`src/rtl/caesar_pkg.sv`:
```
// caesar_pkg
// Shared constants and types for the streaming Caesar/Vigenere cipher:
//   ALPHA     - alphabet size used for the modulo arithmetic
//   ASCII_UA  - code of 'A', base of the upper-case letter class
//   ASCII_LA  - code of 'a', base of the lower-case letter class
//   mode_e    - ENC adds the shift, DEC subtracts it
//   state_e   - message-tracking FSM states
//   reduce_shift() - folds a raw 5-bit shift into 0..25
package caesar_pkg;

    localparam int         ALPHA    = 26;
    localparam logic [7:0] ASCII_UA = 8'h41;
    localparam logic [7:0] ASCII_LA = 8'h61;

    typedef enum logic {
        ENC = 1'b0,
        DEC = 1'b1
    } mode_e;

    typedef enum logic {
        IDLE = 1'b0,
        MSG  = 1'b1
    } state_e;

    // A raw shift of 26..31 maps to 0..5, so stored shifts never exceed 25.
    function automatic logic [4:0] reduce_shift(input logic [4:0] s);
        return (s >= 5'(ALPHA)) ? s - 5'(ALPHA) : s;
    endfunction

endpackage

```
`src/rtl/caesar_stream_cipher_if.sv`:
```
// caesar_stream_cipher_if
// One character stream with a valid/ready handshake.
//   valid - character present (driven by master)
//   ready - receiver can accept (driven by slave)
//   data  - N-bit character (driven by master)
//   last  - final character of the message (driven by master)
interface caesar_stream_cipher_if #(
    parameter int N = 8
) ();

    logic         valid;
    logic         ready;
    logic [N-1:0] data;
    logic         last;

    modport master (output valid, output data, output last, input  ready);
    modport slave  (input  valid, input  data, input  last, output ready);

endinterface

```
`src/rtl/caesar_shift_unit.sv`:
```
// caesar_shift_unit
// Combinational letter classifier and modulo-26 shifter.
//   ch        in  N  input character (classified on all N bits)
//   shift     in  5  shift amount, already reduced to 0..25
//   mode      in     ENC (+shift) or DEC (-shift)
//   res       out N  shifted letter, or ch unchanged for non-letters
//   is_letter out 1  ch is in 'A'..'Z' or 'a'..'z'
module caesar_shift_unit
    import caesar_pkg::*;
#(
    parameter int N = 8
) (
    input  logic [N-1:0] ch,
    input  logic [4:0]   shift,
    input  mode_e        mode,
    output logic [N-1:0] res,
    output logic         is_letter
);

    localparam logic [N-1:0] UA = N'(ASCII_UA);
    localparam logic [N-1:0] ZU = UA + N'(ALPHA - 1);
    localparam logic [N-1:0] LA = N'(ASCII_LA);
    localparam logic [N-1:0] ZL = LA + N'(ALPHA - 1);

    logic         is_upper;
    logic         is_lower;
    logic [N-1:0] base;
    logic [4:0]   off;
    logic [5:0]   r;

    always_comb begin
        is_upper  = (ch >= UA) && (ch <= ZU);
        is_lower  = (ch >= LA) && (ch <= ZL);
        is_letter = is_upper || is_lower;
        base      = is_upper ? UA : LA;
        off       = 5'(ch - base);
        // r is a 6-bit two's-complement value: encrypt spans 0..50 (unsigned
        // compare), decrypt spans -25..25 so bit 5 is the sign.
        if (mode == ENC) begin
            r = {1'b0, off} + {1'b0, shift};
            if (r >= 6'(ALPHA)) begin
                r = r - 6'(ALPHA);
            end
        end else begin
            r = {1'b0, off} - {1'b0, shift};
            if (r[5]) begin
                r = r + 6'(ALPHA);
            end
        end
        res = is_letter ? base + N'(r[4:0]) : ch;
    end

endmodule

```
`src/rtl/caesar_stream_cipher.sv`:
```
// caesar_stream_cipher
// Streaming Caesar / Vigenere cipher, one character per cycle, one registered
// output stage.
//   clk        in        rising-edge clock
//   rst        in        synchronous active-high reset
//   key_we     in        write key_shift (reduced mod 26) into slot key_addr
//   key_addr   in  KW    key slot index
//   key_shift  in  5     raw shift amount
//   key_len    in  KW+1  active slot count, sampled on a message's first beat
//   mode       in  1     0 = encrypt, 1 = decrypt, sampled per beat
//   in_s       slave     input character stream
//   out_s      master    output character stream
//   busy       out 1     inside a multi-beat message
//
// state | meaning
// IDLE  | waiting for the first beat of a message
// MSG   | first beat accepted, last beat not yet seen (busy=1)
module caesar_stream_cipher
    import caesar_pkg::*;
#(
    parameter  int N       = 8,
    parameter  int KEY_LEN = 4,
    localparam int KW      = (KEY_LEN > 1) ? $clog2(KEY_LEN) : 1
) (
    input  logic                          clk,
    input  logic                          rst,
    input  logic                          key_we,
    input  logic [KW-1:0]                 key_addr,
    input  logic [4:0]                    key_shift,
    input  logic [KW:0]                   key_len,
    input  logic                          mode,
    caesar_stream_cipher_if.slave         in_s,
    caesar_stream_cipher_if.master        out_s,
    output logic                          busy
);

    localparam logic [KW:0] MAX_LEN = (KW+1)'(KEY_LEN);

    logic [4:0]   key_mem [KEY_LEN];
    logic [KW-1:0] kidx;
    logic [KW:0]  len_q;
    logic [KW:0]  len_new;
    logic [KW:0]  len_cur;
    state_e       state;
    state_e       state_nxt;
    logic         first_beat;
    logic         accept;
    logic         is_letter;
    logic [N-1:0] res;

    // The output register may refill in the cycle it drains.
    assign in_s.ready = !out_s.valid || out_s.ready;
    assign accept     = in_s.valid && in_s.ready;

    always_comb begin
        len_new = key_len;
        if (key_len == '0 || key_len > MAX_LEN) begin
            len_new = (KW+1)'(1);
        end
        len_cur = first_beat ? len_new : len_q;
    end

    // Key RAM is read before this cycle's write lands, so a same-cycle
    // write only affects later beats.
    caesar_shift_unit #(.N(N)) u_shift (
        .ch        (in_s.data),
        .shift     (key_mem[kidx]),
        .mode      (mode_e'(mode)),
        .res       (res),
        .is_letter (is_letter)
    );

    always_ff @(posedge clk) begin
        if (rst) begin
            state <= IDLE;
        end else begin
            state <= state_nxt;
        end
    end

    always_comb begin
        state_nxt  = state;
        busy       = 1'b0;
        first_beat = 1'b0;
        case (state)
            IDLE: begin
                first_beat = 1'b1;
                if (accept && !in_s.last) begin
                    state_nxt = MSG;
                end
            end
            MSG: begin
                busy = 1'b1;
                if (accept && in_s.last) begin
                    state_nxt = IDLE;
                end
            end
            default: state_nxt = IDLE;
        endcase
    end

    always_ff @(posedge clk) begin
        if (rst) begin
            kidx  <= '0;
            len_q <= (KW+1)'(1);
        end else if (accept) begin
            if (first_beat) begin
                len_q <= len_new;
            end
            if (in_s.last) begin
                kidx <= '0;
            end else if (is_letter) begin
                kidx <= ({1'b0, kidx} == len_cur - 1'b1) ? '0 : kidx + 1'b1;
            end
        end
    end

    always_ff @(posedge clk) begin
        if (rst) begin
            for (int i = 0; i < KEY_LEN; i++) begin
                key_mem[i] <= '0;
            end
        end else if (key_we && (int'(key_addr) < KEY_LEN)) begin
            key_mem[key_addr] <= reduce_shift(key_shift);
        end
    end

    always_ff @(posedge clk) begin
        if (rst) begin
            out_s.valid <= 1'b0;
            out_s.data  <= '0;
            out_s.last  <= 1'b0;
        end else if (accept) begin
            out_s.valid <= 1'b1;
            out_s.data  <= res;
            out_s.last  <= in_s.last;
        end else if (out_s.ready) begin
            out_s.valid <= 1'b0;
        end
    end

endmodule

```
`src/flat_wrapper.sv`:
```
// flat-port wrapper written by rule: the top's interface ports become plain ports
module caesar_stream_cipher_flat import caesar_pkg::*;
#(
    parameter  int N       = 8,
    parameter  int KEY_LEN = 4,
    localparam int KW      = (KEY_LEN > 1) ? $clog2(KEY_LEN) : 1
)
  (clk, rst, key_we, key_addr, key_shift, key_len, mode, busy, in_s_valid, in_s_data, in_s_last, in_s_ready, out_s_valid, out_s_data, out_s_last, out_s_ready);
  caesar_stream_cipher_if #(.N(N)) in_s_i ();
  caesar_stream_cipher_if #(.N(N)) out_s_i ();
  input  logic clk;
  input  logic rst;
  input  logic key_we;
  input  logic [KW-1:0] key_addr;
  input  logic [4:0] key_shift;
  input  logic [KW:0] key_len;
  input  logic mode;
  output logic busy;
  input wire logic [$bits(in_s_i.valid)-1:0] in_s_valid;
  input wire logic [$bits(in_s_i.data)-1:0] in_s_data;
  input wire logic [$bits(in_s_i.last)-1:0] in_s_last;
  output wire logic [$bits(in_s_i.ready)-1:0] in_s_ready;
  output wire logic [$bits(out_s_i.valid)-1:0] out_s_valid;
  output wire logic [$bits(out_s_i.data)-1:0] out_s_data;
  output wire logic [$bits(out_s_i.last)-1:0] out_s_last;
  input wire logic [$bits(out_s_i.ready)-1:0] out_s_ready;
  assign in_s_i.valid = in_s_valid;
  assign in_s_i.data = in_s_data;
  assign in_s_i.last = in_s_last;
  assign in_s_ready = in_s_i.ready;
  assign out_s_valid = out_s_i.valid;
  assign out_s_data = out_s_i.data;
  assign out_s_last = out_s_i.last;
  assign out_s_i.ready = out_s_ready;
  caesar_stream_cipher #(.N(N), .KEY_LEN(KEY_LEN)) u_core (.clk(clk), .rst(rst), .key_we(key_we), .key_addr(key_addr), .key_shift(key_shift), .key_len(key_len), .mode(mode), .in_s(in_s_i), .out_s(out_s_i), .busy(busy));
endmodule
```
`config.mk`:
```
export PLATFORM = sky130hd
export DESIGN_NAME = caesar_stream_cipher_flat
export DESIGN_NICKNAME = d
export VERILOG_FILES = /design/src/rtl/caesar_pkg.sv /design/src/rtl/caesar_stream_cipher_if.sv /design/src/rtl/caesar_shift_unit.sv /design/src/rtl/caesar_stream_cipher.sv /design/src/flat_wrapper.sv
export SDC_FILE = /design/constraint.sdc
export NUM_CORES = 1
export LEC_CHECK = 0
export BUFFER_PORTS_ARGS = -buffer_cell sky130_fd_sc_hd__buf_4
export CORE_AREA = 2 2 74 76
export DETAILED_ROUTE_END_ITERATION = 7
export DIE_AREA = 0 0 76 78
export PLACE_DENSITY = 0.78
export SLEW_MARGIN = 20
export SYNTH_ARGS = -nofsm -noshare
export SYNTH_HDL_FRONTEND = slang
export SYNTH_SLANG_ARGS = --single-unit
export TNS_END_PERCENT = 1
```
`constraint.sdc`:
```
create_clock -name clk -period 4.6 [get_ports clk]
set_input_delay 0.92 -clock clk [delete_from_list [all_inputs] [get_ports clk]]
set_output_delay 0.92 -clock clk [all_outputs]
set_load 0.05 [all_outputs]
```
==> run_results.csv, run 1 <==
group,metric,value,unit
floorplanning,ios,37,
final_layout,layout_common_cells,"nor2_1 (40), buf_4 (37), inv_1 (22), nand2_1 (22), edfxtp_1 (20)",
yosys,ys_seq_elements,38,
power_and_ir_drop,p_clk_frac,0.236,
outcome,status,"finished clean",
worst_hold_path,whs_path_depth,2,
power_and_ir_drop,p_switching,0.406,mW
floorplanning,die_height,78,um
clock_tree,numCtsBuffers,5,
detailed_routing,dr.pass1.iters,5,
yosys,ys.flop_type,"edfxtp_1",
clock_tree,hold_buffers,0,
placement,dp.final_hpwl,4.84,mm
critical_path,r2r-end,"u_core.out_s.data[5]",
sta,maxSlewHeadroom,0.656,
final_layout,regArea,961,um2
yosys,synth-seq-area-share,0.336,
job,cap_violations,0,
yosys,synth_xor_area_frac,0.0459,
sta,clock_skew,0.0108,ns
yosys,synthMuxAreaShare,0.0503,
sta,worst_slew_pin_slew,0.516,ns
grt,track_usage,0.215,
clock_tree,cts_max_level,2,
grt,overflow,0,
detailed_routing,drc_errors,0,
clock_tree,clk_pin_slew_worst_paths,0.08,ns
worst_hold_path,hold_end,"u_core.out_s.last",
detailed_routing,wl_per_cell,15.2,um
floorplanning,die-area,5930,um2
power_and_ir_drop,ir_drop,0.209,mV
final_layout,fill_cells,448,
placement,portBuffers,36,
critical_path,cp.arrival,4.25,ns
critical_path,critical_path_peak_fanout,14,
power_and_ir_drop,p_leak,1.34,nW
yosys,synth_edf_count,20,
clock_tree,clkLatencyLatePin,0.29,ns
critical_path,cp.required,4.80,ns
final_layout,final_common_cell,"nor2_1",
clock_tree,cts.path.max_buffers,2,
placement,gp_congestion,0.863,
floorplanning,rows,26,
grt,grt_pass1_vias,2257,
sta,setup_tns,0,ns
detailed_routing,wirelength,6.24,mm
final_layout,multi_input_area,1720,um2
final_layout,drive_above_1_share,0.199,
final_layout,antenna_cells,0,
sta,max_freq,247,MHz
detailed_routing,drtIter0Drc,187,
sta,rsz0062_at_grt,"false",
yosys,synth_compound_area_frac,0.198,
yosys,syn-num-nets,358,
worst_hold_path,hold_path_class,"flop to flop",
grt,grt_max_degree,24,
grt,grt_pass1_wl,10.4,mm
sta,finalCriticalPeriod,4.05,ns
floorplanning,initial_utilization,0.568,
power_and_ir_drop,p_seq_frac,0.342,
critical_path,crit_path_end_kind,"flop",
power_and_ir_drop,combPwrFrac,0.422,
sta,report.final.slew_viol_count,0,
final_layout,fin_cells,412,
critical_path,r2r_cells,11,
critical_path,cp-start-kind,"input port",
detailed_routing,num_vias,2363,
floorplanning,design.core.area,5040,um2
clock_tree,cts.sinks,38,
final_layout,area_growth,13.3,%
critical_path,ff2ff_setup_slack,0.62,ns
yosys,avgSynthCellArea,9.18,um2
floorplanning,die_w,76,um
power_and_ir_drop,p_sw_frac,0.353,
critical_path,critPathKind,"input port to flop",
power_and_ir_drop,p_int,0.743,mW
grt,grt_antenna_before_repair,0,
detailed_routing,drtAntennaViolNets,0,
yosys,synth_top_family_by_area,"simple AND/OR/NAND/NOR gates",
sta,post-route-period-util,0.881,
power_and_ir_drop,power_density,354,nW/um2
final_layout,final_nets,387,
sta,setup_viol,0,
sta,hold_violations,0,
clock_tree,postCtsSetupBuffers,0,
clock_tree,ctsResizeCount,0,
yosys,syn_inst,312,
clock_tree,cts_tree,"done",
placement,placedCellCount,404,
yosys,synth_area,2860,um2
yosys,ys_types,66,
yosys,synth-adder-area-share,0.101,
yosys,synthSimpleGateAreaFrac,0.207,
worst_hold_path,hold_start,"u_core.out_s.last",
yosys,ys_warn_count,0,
clock_tree,clockRootBuffer,"clkbuf_8",
yosys,async_reset_ff_frac,0,
detailed_routing,vias_per_cell,5.74,
## routing by layer
metal  track usage  vias to the layer above  wire length (um)
li1              -                     1184                 -
met2         0.389                       51              3260
met4        0.0618                        0                61
met5             0                        -                 0
met3        0.0384                        6               217
met1         0.262                     1122              2710
## per-stage QoR
| stage | hold slack (ns) | power, mW | setup WS [ns] | util | instance area, um2 |
|---|---|---|---|---|---|
| 2_1_floorplan | 0.436 | 0.778 | 0.750 | - | 2860 |
| 4_1_cts | 0.460 | 1.15 | 0.547 | 0.643 | 3240 |
| 6_report | 0.456 | 1.15 | 0.549 | 0.643 | 3240 |
| 3_5_place_dp | 0.449 | 0.879 | 0.232 | 0.621 | 3130 |
| 3_3_place_gp | 0.440 | 0.868 | 0.370 | 0.621 | 3130 |
| 5_1_grt | 0.499 | 1.22 | 0.290 | 0.643 | 3240 |
## logic make-up (layout without fill, tap and decap cells)
group | after synthesis | after routing
muxes | 8 | 8
and+or+nand+nor | 116 | 116
adders and majority gates | 22 | 22
AOI/OAI and AO/OA | 76 | 76
xor gates and xnor gates | 15 | 15
DFF | 38 | 38
buffers and inverters | 37 | 67
## synthesized netlist by cell type, types with 3 or more instances
| cell type | instances | area (um2) |
|---|---|---|
| a311oi_1 | 3 | 26.3 |
| xor2_1 | 9 | 78.8 |
| edfxtp_1 | 20 | 601 |
| nand3_1 | 8 | 40.0 |
| o211ai_1 | 6 | 45.0 |
| ha_1 | 19 | 238 |
| or2b_2 | 3 | 26.3 |
| nand2_1 | 22 | 82.6 |
| clkbuf_1 | 9 | 33.8 |
| or3_1 | 4 | 25.0 |
| a211oi_1 | 5 | 37.5 |
| nand3b_1 | 5 | 37.5 |
| nand2b_1 | 8 | 50.1 |
| or2_2 | 3 | 18.8 |
| a21oi_1 | 19 | 95.1 |
| nor3_1 | 4 | 20.0 |
| o21ai_0 | 10 | 50.1 |
| nor2_1 | 40 | 150 |
| dfxtp_1 | 18 | 360 |
| xnor2_1 | 6 | 52.6 |
| inv_1 | 22 | 82.6 |
| a211o_1 | 5 | 43.8 |
| buf_6 | 3 | 33.8 |
| mux4_2 | 5 | 113 |
## final cells by class
| class | instances | share of cell area |
|---|---|---|
| flip-flops and latches | 38 | 0.296 |
| repair buffers | 37 | 0.0856 |
| clock buffers | 8 | 0.0343 |
| inverters | 22 | 0.0255 |
| multi-input cells | 237 | 0.531 |
| well taps | 70 | 0.0270 |
## power groups by stage
| stage | logic [mW] | clock network [mW] | registers (mW) |
|---|---|---|---|
| final | 0.485 | 0.271 | 0.393 |
| after global routing | 0.534 | 0.285 | 0.397 |
| after CTS | 0.481 | 0.274 | 0.394 |
| after detailed placement | 0.478 | 0 | 0.401 |
| after global placement | 0.468 | 0 | 0.400 |
| after floorplan | 0.357 | 0 | 0.421 |
## worst max-delay path by stage
stage,start,to
6_report,in_s_data[0],u_core.out_s.data[5]
5_1_grt,in_s_data[0],u_core.out_s.data[7]
4_1_cts,in_s_data[0],u_core.out_s.data[5]
3_5_place_dp,in_s_data[0],u_core.out_s.data[5]
3_3_place_gp,in_s_data[0],u_core.out_s.data[5]
2_1_floorplan,in_s_data[0],u_core.out_s.data[5]
## worst max-delay path, stage by stage
cell and delay [ns]:
buf_4 0.14, inv_1 0.11, ha_1 0.22, nand2_1 0.08, xnor2_1 0.15, ha_1 0.52
or3b_1 0.41, o311a_4 0.16, a31oi_4 0.20, o211ai_2 0.10, a211o_1 0.33, a311o_1 0.40
o31a_1 0.26, o41ai_2 0.26
## state kept, by name (all words and copies together), names as in the netlist, named ones only
| signal | flops |
|---|---|
| u_core.kidx | 2 |
| u_core.len_q | 3 |
| u_core.out_s.valid | 1 |
| u_core.out_s.last | 1 |
| u_core.key_mem | 20 |
| u_core.out_s.data | 8 |
No activity file was read; power rests on OpenSTA's default activity.
==> run 2: changes to the inputs <==
--- a/config.mk
+++ b/config.mk
@@ -13,5 +13,6 @@
 export SLEW_MARGIN = 20
 export SYNTH_ARGS = -nofsm -noshare
 export SYNTH_HDL_FRONTEND = slang
+export SYNTH_HIERARCHICAL = 1
 export SYNTH_SLANG_ARGS = --single-unit
 export TNS_END_PERCENT = 1
==> run_results.csv, run 2 <==
group,metric,value,unit
critical_path,cp-startpoint,"in_s_data[1]",
detailed_routing,dr.pass1.iters,4,
yosys,synth-seq-area-share,0.334,
detailed_routing,drtIter0Drc,84,
yosys,synth_top_family_by_area,"simple AND/OR/NAND/NOR gates",
yosys,synth_common_cells,"nor2_1 (39), nand2_1 (36), a21oi_1 (27), inv_1 (21)",
critical_path,cp.required,4.78,ns
floorplanning,design.core.area,5040,um2
yosys,syn-num-nets,377,
sta,maxSlewHeadroom,0.444,
critical_path,cp_top_family,"simple AND/OR/NAND/NOR gates",
sta,report.final.slew_viol_count,0,
power_and_ir_drop,p_leak,1.38,nW
sta,setup_viol,0,
detailed_routing,wl_per_cell,14.5,um
clock_tree,postCtsSetupBuffers,0,
yosys,ys_types,66,
sta,max_freq,236,MHz
grt,track_usage,0.223,
critical_path,crit_path_end_kind,"flop",
yosys,synth_compound_area_frac,0.179,
yosys,synthMuxAreaShare,0.0604,
critical_path,cp.arrival,4.42,ns
sta,finalCriticalPeriod,4.24,ns
floorplanning,die-area,5930,um2
yosys,ys_warn_count,6,
yosys,ys_seq_elements,38,
worst_hold_path,hold_start,"u_core/out_s.data[2]",
placement,placedCellCount,422,
worst_hold_path,hold_end,"u_core/out_s.data[2]",
critical_path,cp_slowest_cell,"or4b_1",
final_layout,regMostFlops,"u_core/key_mem",
yosys,synth-adder-area-share,0.101,
sta,hold_violations,0,
critical_path,critical_path_peak_fanout,13,
yosys,async_reset_ff_frac,0,
critical_path,ff2ff_setup_slack,0.61,ns
clock_tree,clockRootBuffer,"clkbuf_8",
placement,dp.final_hpwl,4.92,mm
final_layout,area_growth,14.9,%
sta,rsz0062_at_grt,"false",
floorplanning,die_height,78,um
detailed_routing,drtAntennaViolNets,0,
power_and_ir_drop,power_density,356,nW/um2
yosys,synth_area,2880,um2
final_layout,largest_reg_flops,20,
detailed_routing,drc_errors,0,
final_layout,fin_cells,430,
final_layout,fill_cells,430,
final_layout,fin_util,0.657,
grt,grt_max_degree,25,
final_layout,drive_above_1_share,0.172,
yosys,syn_inst,330,
clock_tree,numCtsBuffers,5,
yosys,synth_top_cell_by_area,"edfxtp_1",
sta,worst_slew_pin_slew,0.829,ns
final_layout,antenna_cells,0,
yosys,yosysMostFrequentCell,"nor2_1",
worst_hold_path,hold_path_class,"flop to flop",
final_layout,final_common_cell,"nor2_1",
final_layout,largestRegisters,"u_core/key_mem (20), u_core/out_s.data (8), u_core/len_q (3)",
floorplanning,initial_utilization,0.571,
critical_path,path_cells,"buf_4, inv_1, ha_1, or3b_1, xnor2_1, ha_1, nor2b_1, or2_1, a21oi_1, a221oi_1, a21boi_0, nor2_1, or4b_1, and3_1, nand2_1, a21oi_1",
critical_path,critPathKind,"input port to flop",
final_layout,layout_common_cells,"nor2_1 (39), buf_4 (37), nand2_1 (36)",
detailed_routing,num_vias,2436,
outcome,status,"finished clean",
detailed_routing,wirelength,6.24,mm
clock_tree,cts.sinks,38,
yosys,synth_xor_area_frac,0.0452,
grt,grt_pass1_vias,2385,
floorplanning,die_w,76,um
clock_tree,ctsResizeCount,0,
critical_path,r2r-end,"u_core/out_s.data[3]",
floorplanning,rows,26,
clock_tree,cts_max_level,2,
placement,gp_congestion,0.868,
yosys,synthSimpleGateAreaFrac,0.230,
job,cap_violations,0,
worst_hold_path,whs_path_depth,2,
yosys,synth_top_area_frac,0.209,
yosys,avgSynthCellArea,8.73,um2
final_layout,final_nets,406,
critical_path,r2r_cells,13,
sta,clock_skew,0.0130,ns
clock_tree,clkLatencyLatePin,0.29,ns
grt,grt_pass1_wl,10.8,mm
critical_path,cp_num_buf_inv,2,
placement,portBuffers,36,
clock_tree,hold_buffers,0,
yosys,ys.flop_type,"edfxtp_1",
floorplanning,ios,37,
yosys,synthTopCellsByArea,"edfxtp_1 (21%), dfxtp_1 (13%), ha_1 (8.7%), nor2_1 (5.1%), a21oi_1 (4.7%)",
critical_path,cp-start-kind,"input port",
sta,post-route-period-util,0.922,
sta,setup_tns,0,ns
grt,grt_antenna_before_repair,0,
clock_tree,cts_tree,"done",
clock_tree,cts.path.max_buffers,2,
critical_path,cp_slowest_stage_delay,0.46,ns
power_and_ir_drop,ir_drop,0.233,mV
detailed_routing,vias_per_cell,5.67,
clock_tree,clk_pin_slew_worst_paths,0.09,ns
grt,overflow,0,
yosys,synth_edf_count,20,
[run 2: changes by cell type after synthesis, moves of 4 or more]
cell and delta:
a211oi_1 -4, a21o_1 +5, a21oi_1 +8, nand2_1 +14, nand3_1 -6, nor2b_1 +4
[run 2: metal layers]
layer / track usage / part of all wire / vias up
met5: 0 / 0 / -
met4: 0.0491 / 0.0034 / 0
met3: 0.0326 / 0.021 / 2
met2: 0.421 / 0.54 / 47
met1: 0.269 / 0.44 / 1152
li1: - / - / 1235
[run 2: cells by family after synthesis]
group	Yosys count
mux	11
xor+xnor	14
fa+ha+maj	22
compound gates	78
simple gates	131
flops	38
buf+inv	36
[run 2: worst register-to-register path: stages (launching register included)]
cell and delay, ns:
dfxtp_1 0.51, mux4_2 0.56, ha_1 0.23, fa_1 0.43, xor2_2 0.23, and2_4 0.21, or3_1 0.30, a211o_1 0.28
a22oi_2 0.25, nor2_2 0.09, or4b_1 0.51, and3_1 0.17, nand2_1 0.05, a21oi_1 0.07
[run 2: how the worst max path moves through the flow]
stage                     cells after the start                   end  slack [ns]
final                                        16  u_core/out_s.data[3]        0.36
after global routing                         16  u_core/out_s.data[3]       0.006
after CTS                                    16  u_core/out_s.data[3]        0.39
after detailed placement                     16  u_core/out_s.data[3]        0.09
after global placement                       16  u_core/out_s.data[3]        0.23
after floorplan                              16  u_core/out_s.data[3]        0.56
[run 2: final cells by class]
cell class                 instances  area (um2)  area share
multi-input combinational        256        1770       0.536
sequential                        38         961       0.290
timing repair buffer              37         278      0.0839
clock buffer                       6        93.8      0.0283
tap                               70        87.6      0.0265
inverter                          21        78.8      0.0238
clock inverter                     2        38.8      0.0117
[run 2: report_power, final]
part	switching [mW]	total (mW)	leakage, nW	internal [mW]
combinational	0.278	0.463	0.972	0.185
sequential	0.0116	0.393	0.342	0.381
clock	0.127	0.323	0.0665	0.196
total	0.417	1.18	1.38	0.762
[run 2: stage by stage]
stage               setup slack, ns  hold slack (ns)  instance area (um2)  total power [mW]
global route                0.00642            0.485                 3310              1.26
global placement              0.231            0.436                 3180             0.851
finish                        0.361            0.461                 3310              1.18
detailed placement           0.0875            0.446                 3180             0.860
floorplan                     0.556            0.426                 2880             0.751
CTS                           0.391            0.463                 3310              1.18
==> run 3: changes to the inputs <==
--- a/config.mk
+++ b/config.mk
@@ -6,10 +6,10 @@
 export NUM_CORES = 1
 export LEC_CHECK = 0
 export BUFFER_PORTS_ARGS = -buffer_cell sky130_fd_sc_hd__buf_4
-export CORE_AREA = 2 2 74 76
+export CORE_AREA = 2 2 76 78
 export DETAILED_ROUTE_END_ITERATION = 7
-export DIE_AREA = 0 0 76 78
-export PLACE_DENSITY = 0.78
+export DIE_AREA = 0 0 78 80
+export PLACE_DENSITY = 0.74
 export SLEW_MARGIN = 20
 export SYNTH_ARGS = -nofsm -noshare
 export SYNTH_HDL_FRONTEND = slang
==> run_results.csv, run 3 (synthesized netlist as in run 2, its figures left out) <==
group,metric,value,unit
worst_hold_path,hold_end,"u_core/len_q[0]",
clock_tree,hold_buffers,0,
sta,worst_slew_pin_slew,0.864,ns
critical_path,cp.required,4.82,ns
final_layout,final_common_cell,"nor2_1",
power_and_ir_drop,ir_drop,0.235,mV
floorplanning,initial_utilization,0.533,
sta,max_freq,232,MHz
grt,track_usage,0.205,
critical_path,cp_num_buf_inv,2,
critical_path,path_cells,"buf_4, inv_1, ha_1, or3b_1, xnor2_1, ha_1, nor2b_1, a21o_1, o31ai_1, mux2i_1, and3_1, ha_1, o221ai_1, xnor2_1, a21oi_1, nand2_1, a21oi_1",
floorplanning,die_w,78,um
placement,portBuffers,36,
sta,setup_viol,0,
clock_tree,cts.sinks,38,
critical_path,r2r_cells,13,
clock_tree,clockRootBuffer,"clkbuf_8",
grt,grt_antenna_before_repair,0,
sta,hold_violations,0,
critical_path,path_common_cell,"ha_1",
sta,post-route-period-util,0.937,
outcome,status,"finished clean",
sta,setup_tns,0,ns
critical_path,critPathKind,"input port to flop",
clock_tree,numCtsBuffers,5,
final_layout,layout_common_cells,"nor2_1 (39), buf_4 (37), nand2_1 (36)",
critical_path,cp_slowest_cell,"ha_1",
final_layout,drive_above_1_share,0.172,
detailed_routing,drtAntennaViolNets,0,
floorplanning,die-area,6240,um2
detailed_routing,drtIter0Drc,112,
clock_tree,ctsResizeCount,0,
worst_hold_path,hold_path_class,"flop to flop",
clock_tree,clk_pin_slew_worst_paths,0.08,ns
power_and_ir_drop,p_leak,1.37,nW
final_layout,area_growth,13.7,%
final_layout,regArea,961,um2
floorplanning,design.core.area,5410,um2
critical_path,r2r-end,"u_core/out_s.data[3]",
critical_path,cp_top_family,"compound AO/OA/AOI/OAI gates",
sta,maxSlewHeadroom,0.420,
job,cap_violations,0,
detailed_routing,num_vias,2416,
clock_tree,postCtsSetupBuffers,0,
detailed_routing,wl_per_cell,14.0,um
detailed_routing,drc_errors,0,
final_layout,largest_reg_flops,20,
detailed_routing,vias_per_cell,5.59,
placement,dp.final_hpwl,4.81,mm
worst_hold_path,hold_start,"u_core/len_q[0]",
sta,report.final.slew_viol_count,0,
critical_path,crit_path_end_kind,"flop",
sta,worst_hold_slack,0.460,ns
floorplanning,die_height,80,um
clock_tree,cts.path.max_buffers,2,
final_layout,regMostFlops,"u_core/key_mem",
sta,finalCriticalPeriod,4.31,ns
detailed_routing,wirelength,6.04,mm
placement,gp_congestion,0.890,
critical_path,cp_slowest_stage_delay,0.54,ns
critical_path,cp-start-kind,"input port",
grt,overflow,0,
detailed_routing,dr.pass1.iters,4,
final_layout,final_nets,406,
floorplanning,rows,27,
final_layout,antenna_cells,0,
clock_tree,clkLatencyLatePin,0.28,ns
worst_hold_path,whs_path_depth,1,
power_and_ir_drop,power_density,334,nW/um2
critical_path,ff2ff_setup_slack,0.54,ns
final_layout,largestRegisters,"u_core/key_mem (20), u_core/out_s.data (8), u_core/len_q (3)",
grt,grt_pass1_vias,2266,
floorplanning,ios,37,
critical_path,cp.arrival,4.52,ns
final_layout,fill_cells,497,
final_layout,multi_input_area,1770,um2
sta,rsz0062_at_grt,"false",
critical_path,critical_path_peak_fanout,13,
clock_tree,cts_tree,"done",
sta,clock_skew,0.00499,ns
clock_tree,cts_max_level,2,
grt,grt_max_degree,25,
grt,grt_pass1_wl,10.3,mm
run 3: per-layer routing:
layer	routed length, um	track usage	vias to the layer above
li1	-	-	1232
met2	3110	0.368	47
met1	2700	0.256	1131
met5	0	0	-
met4	75	0.0614	0
met3	152	0.0271	6
run 3: stage by stage:
step	setup WS, ns	cell area (um2)	total power [mW]	utilization	instances
5_1_grt	0.00846	3270	1.17	0.606	432
3_3_place_gp	0.245	3180	0.850	0.588	424
3_5_place_dp	-0.00474	3180	0.859	0.588	424
4_1_cts	0.306	3270	1.10	0.606	432
2_1_floorplan	0.556	2880	0.751	-	330
6_report	0.292	3270	1.09	0.606	432
run 3: worst max path at each step:
stage	from	to	slack, ns	depth (start not counted)
after global placement	in_s_data[0]	u_core/out_s.data[4]	0.24	17
final	in_s_data[1]	u_core/out_s.data[4]	0.29	17
after global routing	in_s_data[1]	u_core/out_s.data[4]	0.008	17
after floorplan	in_s_data[1]	u_core/out_s.data[3]	0.56	16
after CTS	in_s_data[1]	u_core/out_s.data[3]	0.31	16
after detailed placement	in_s_data[1]	u_core/out_s.data[3]	-0.005	16
run 3: layout make-up:
cell class / count / share of cell area
inverters: 21 / 0.0241
clock inverters: 2 / 0.00344
multi-input cells: 256 / 0.541
clock buffers: 6 / 0.0252
well taps: 72 / 0.0275
flip-flops and latches: 38 / 0.293
repair buffers: 37 / 0.0848
run 3: power breakdown:
part           internal [mW]  switching, mW
sequential             0.381         0.0113
clock                  0.121          0.115
combinational          0.185          0.278
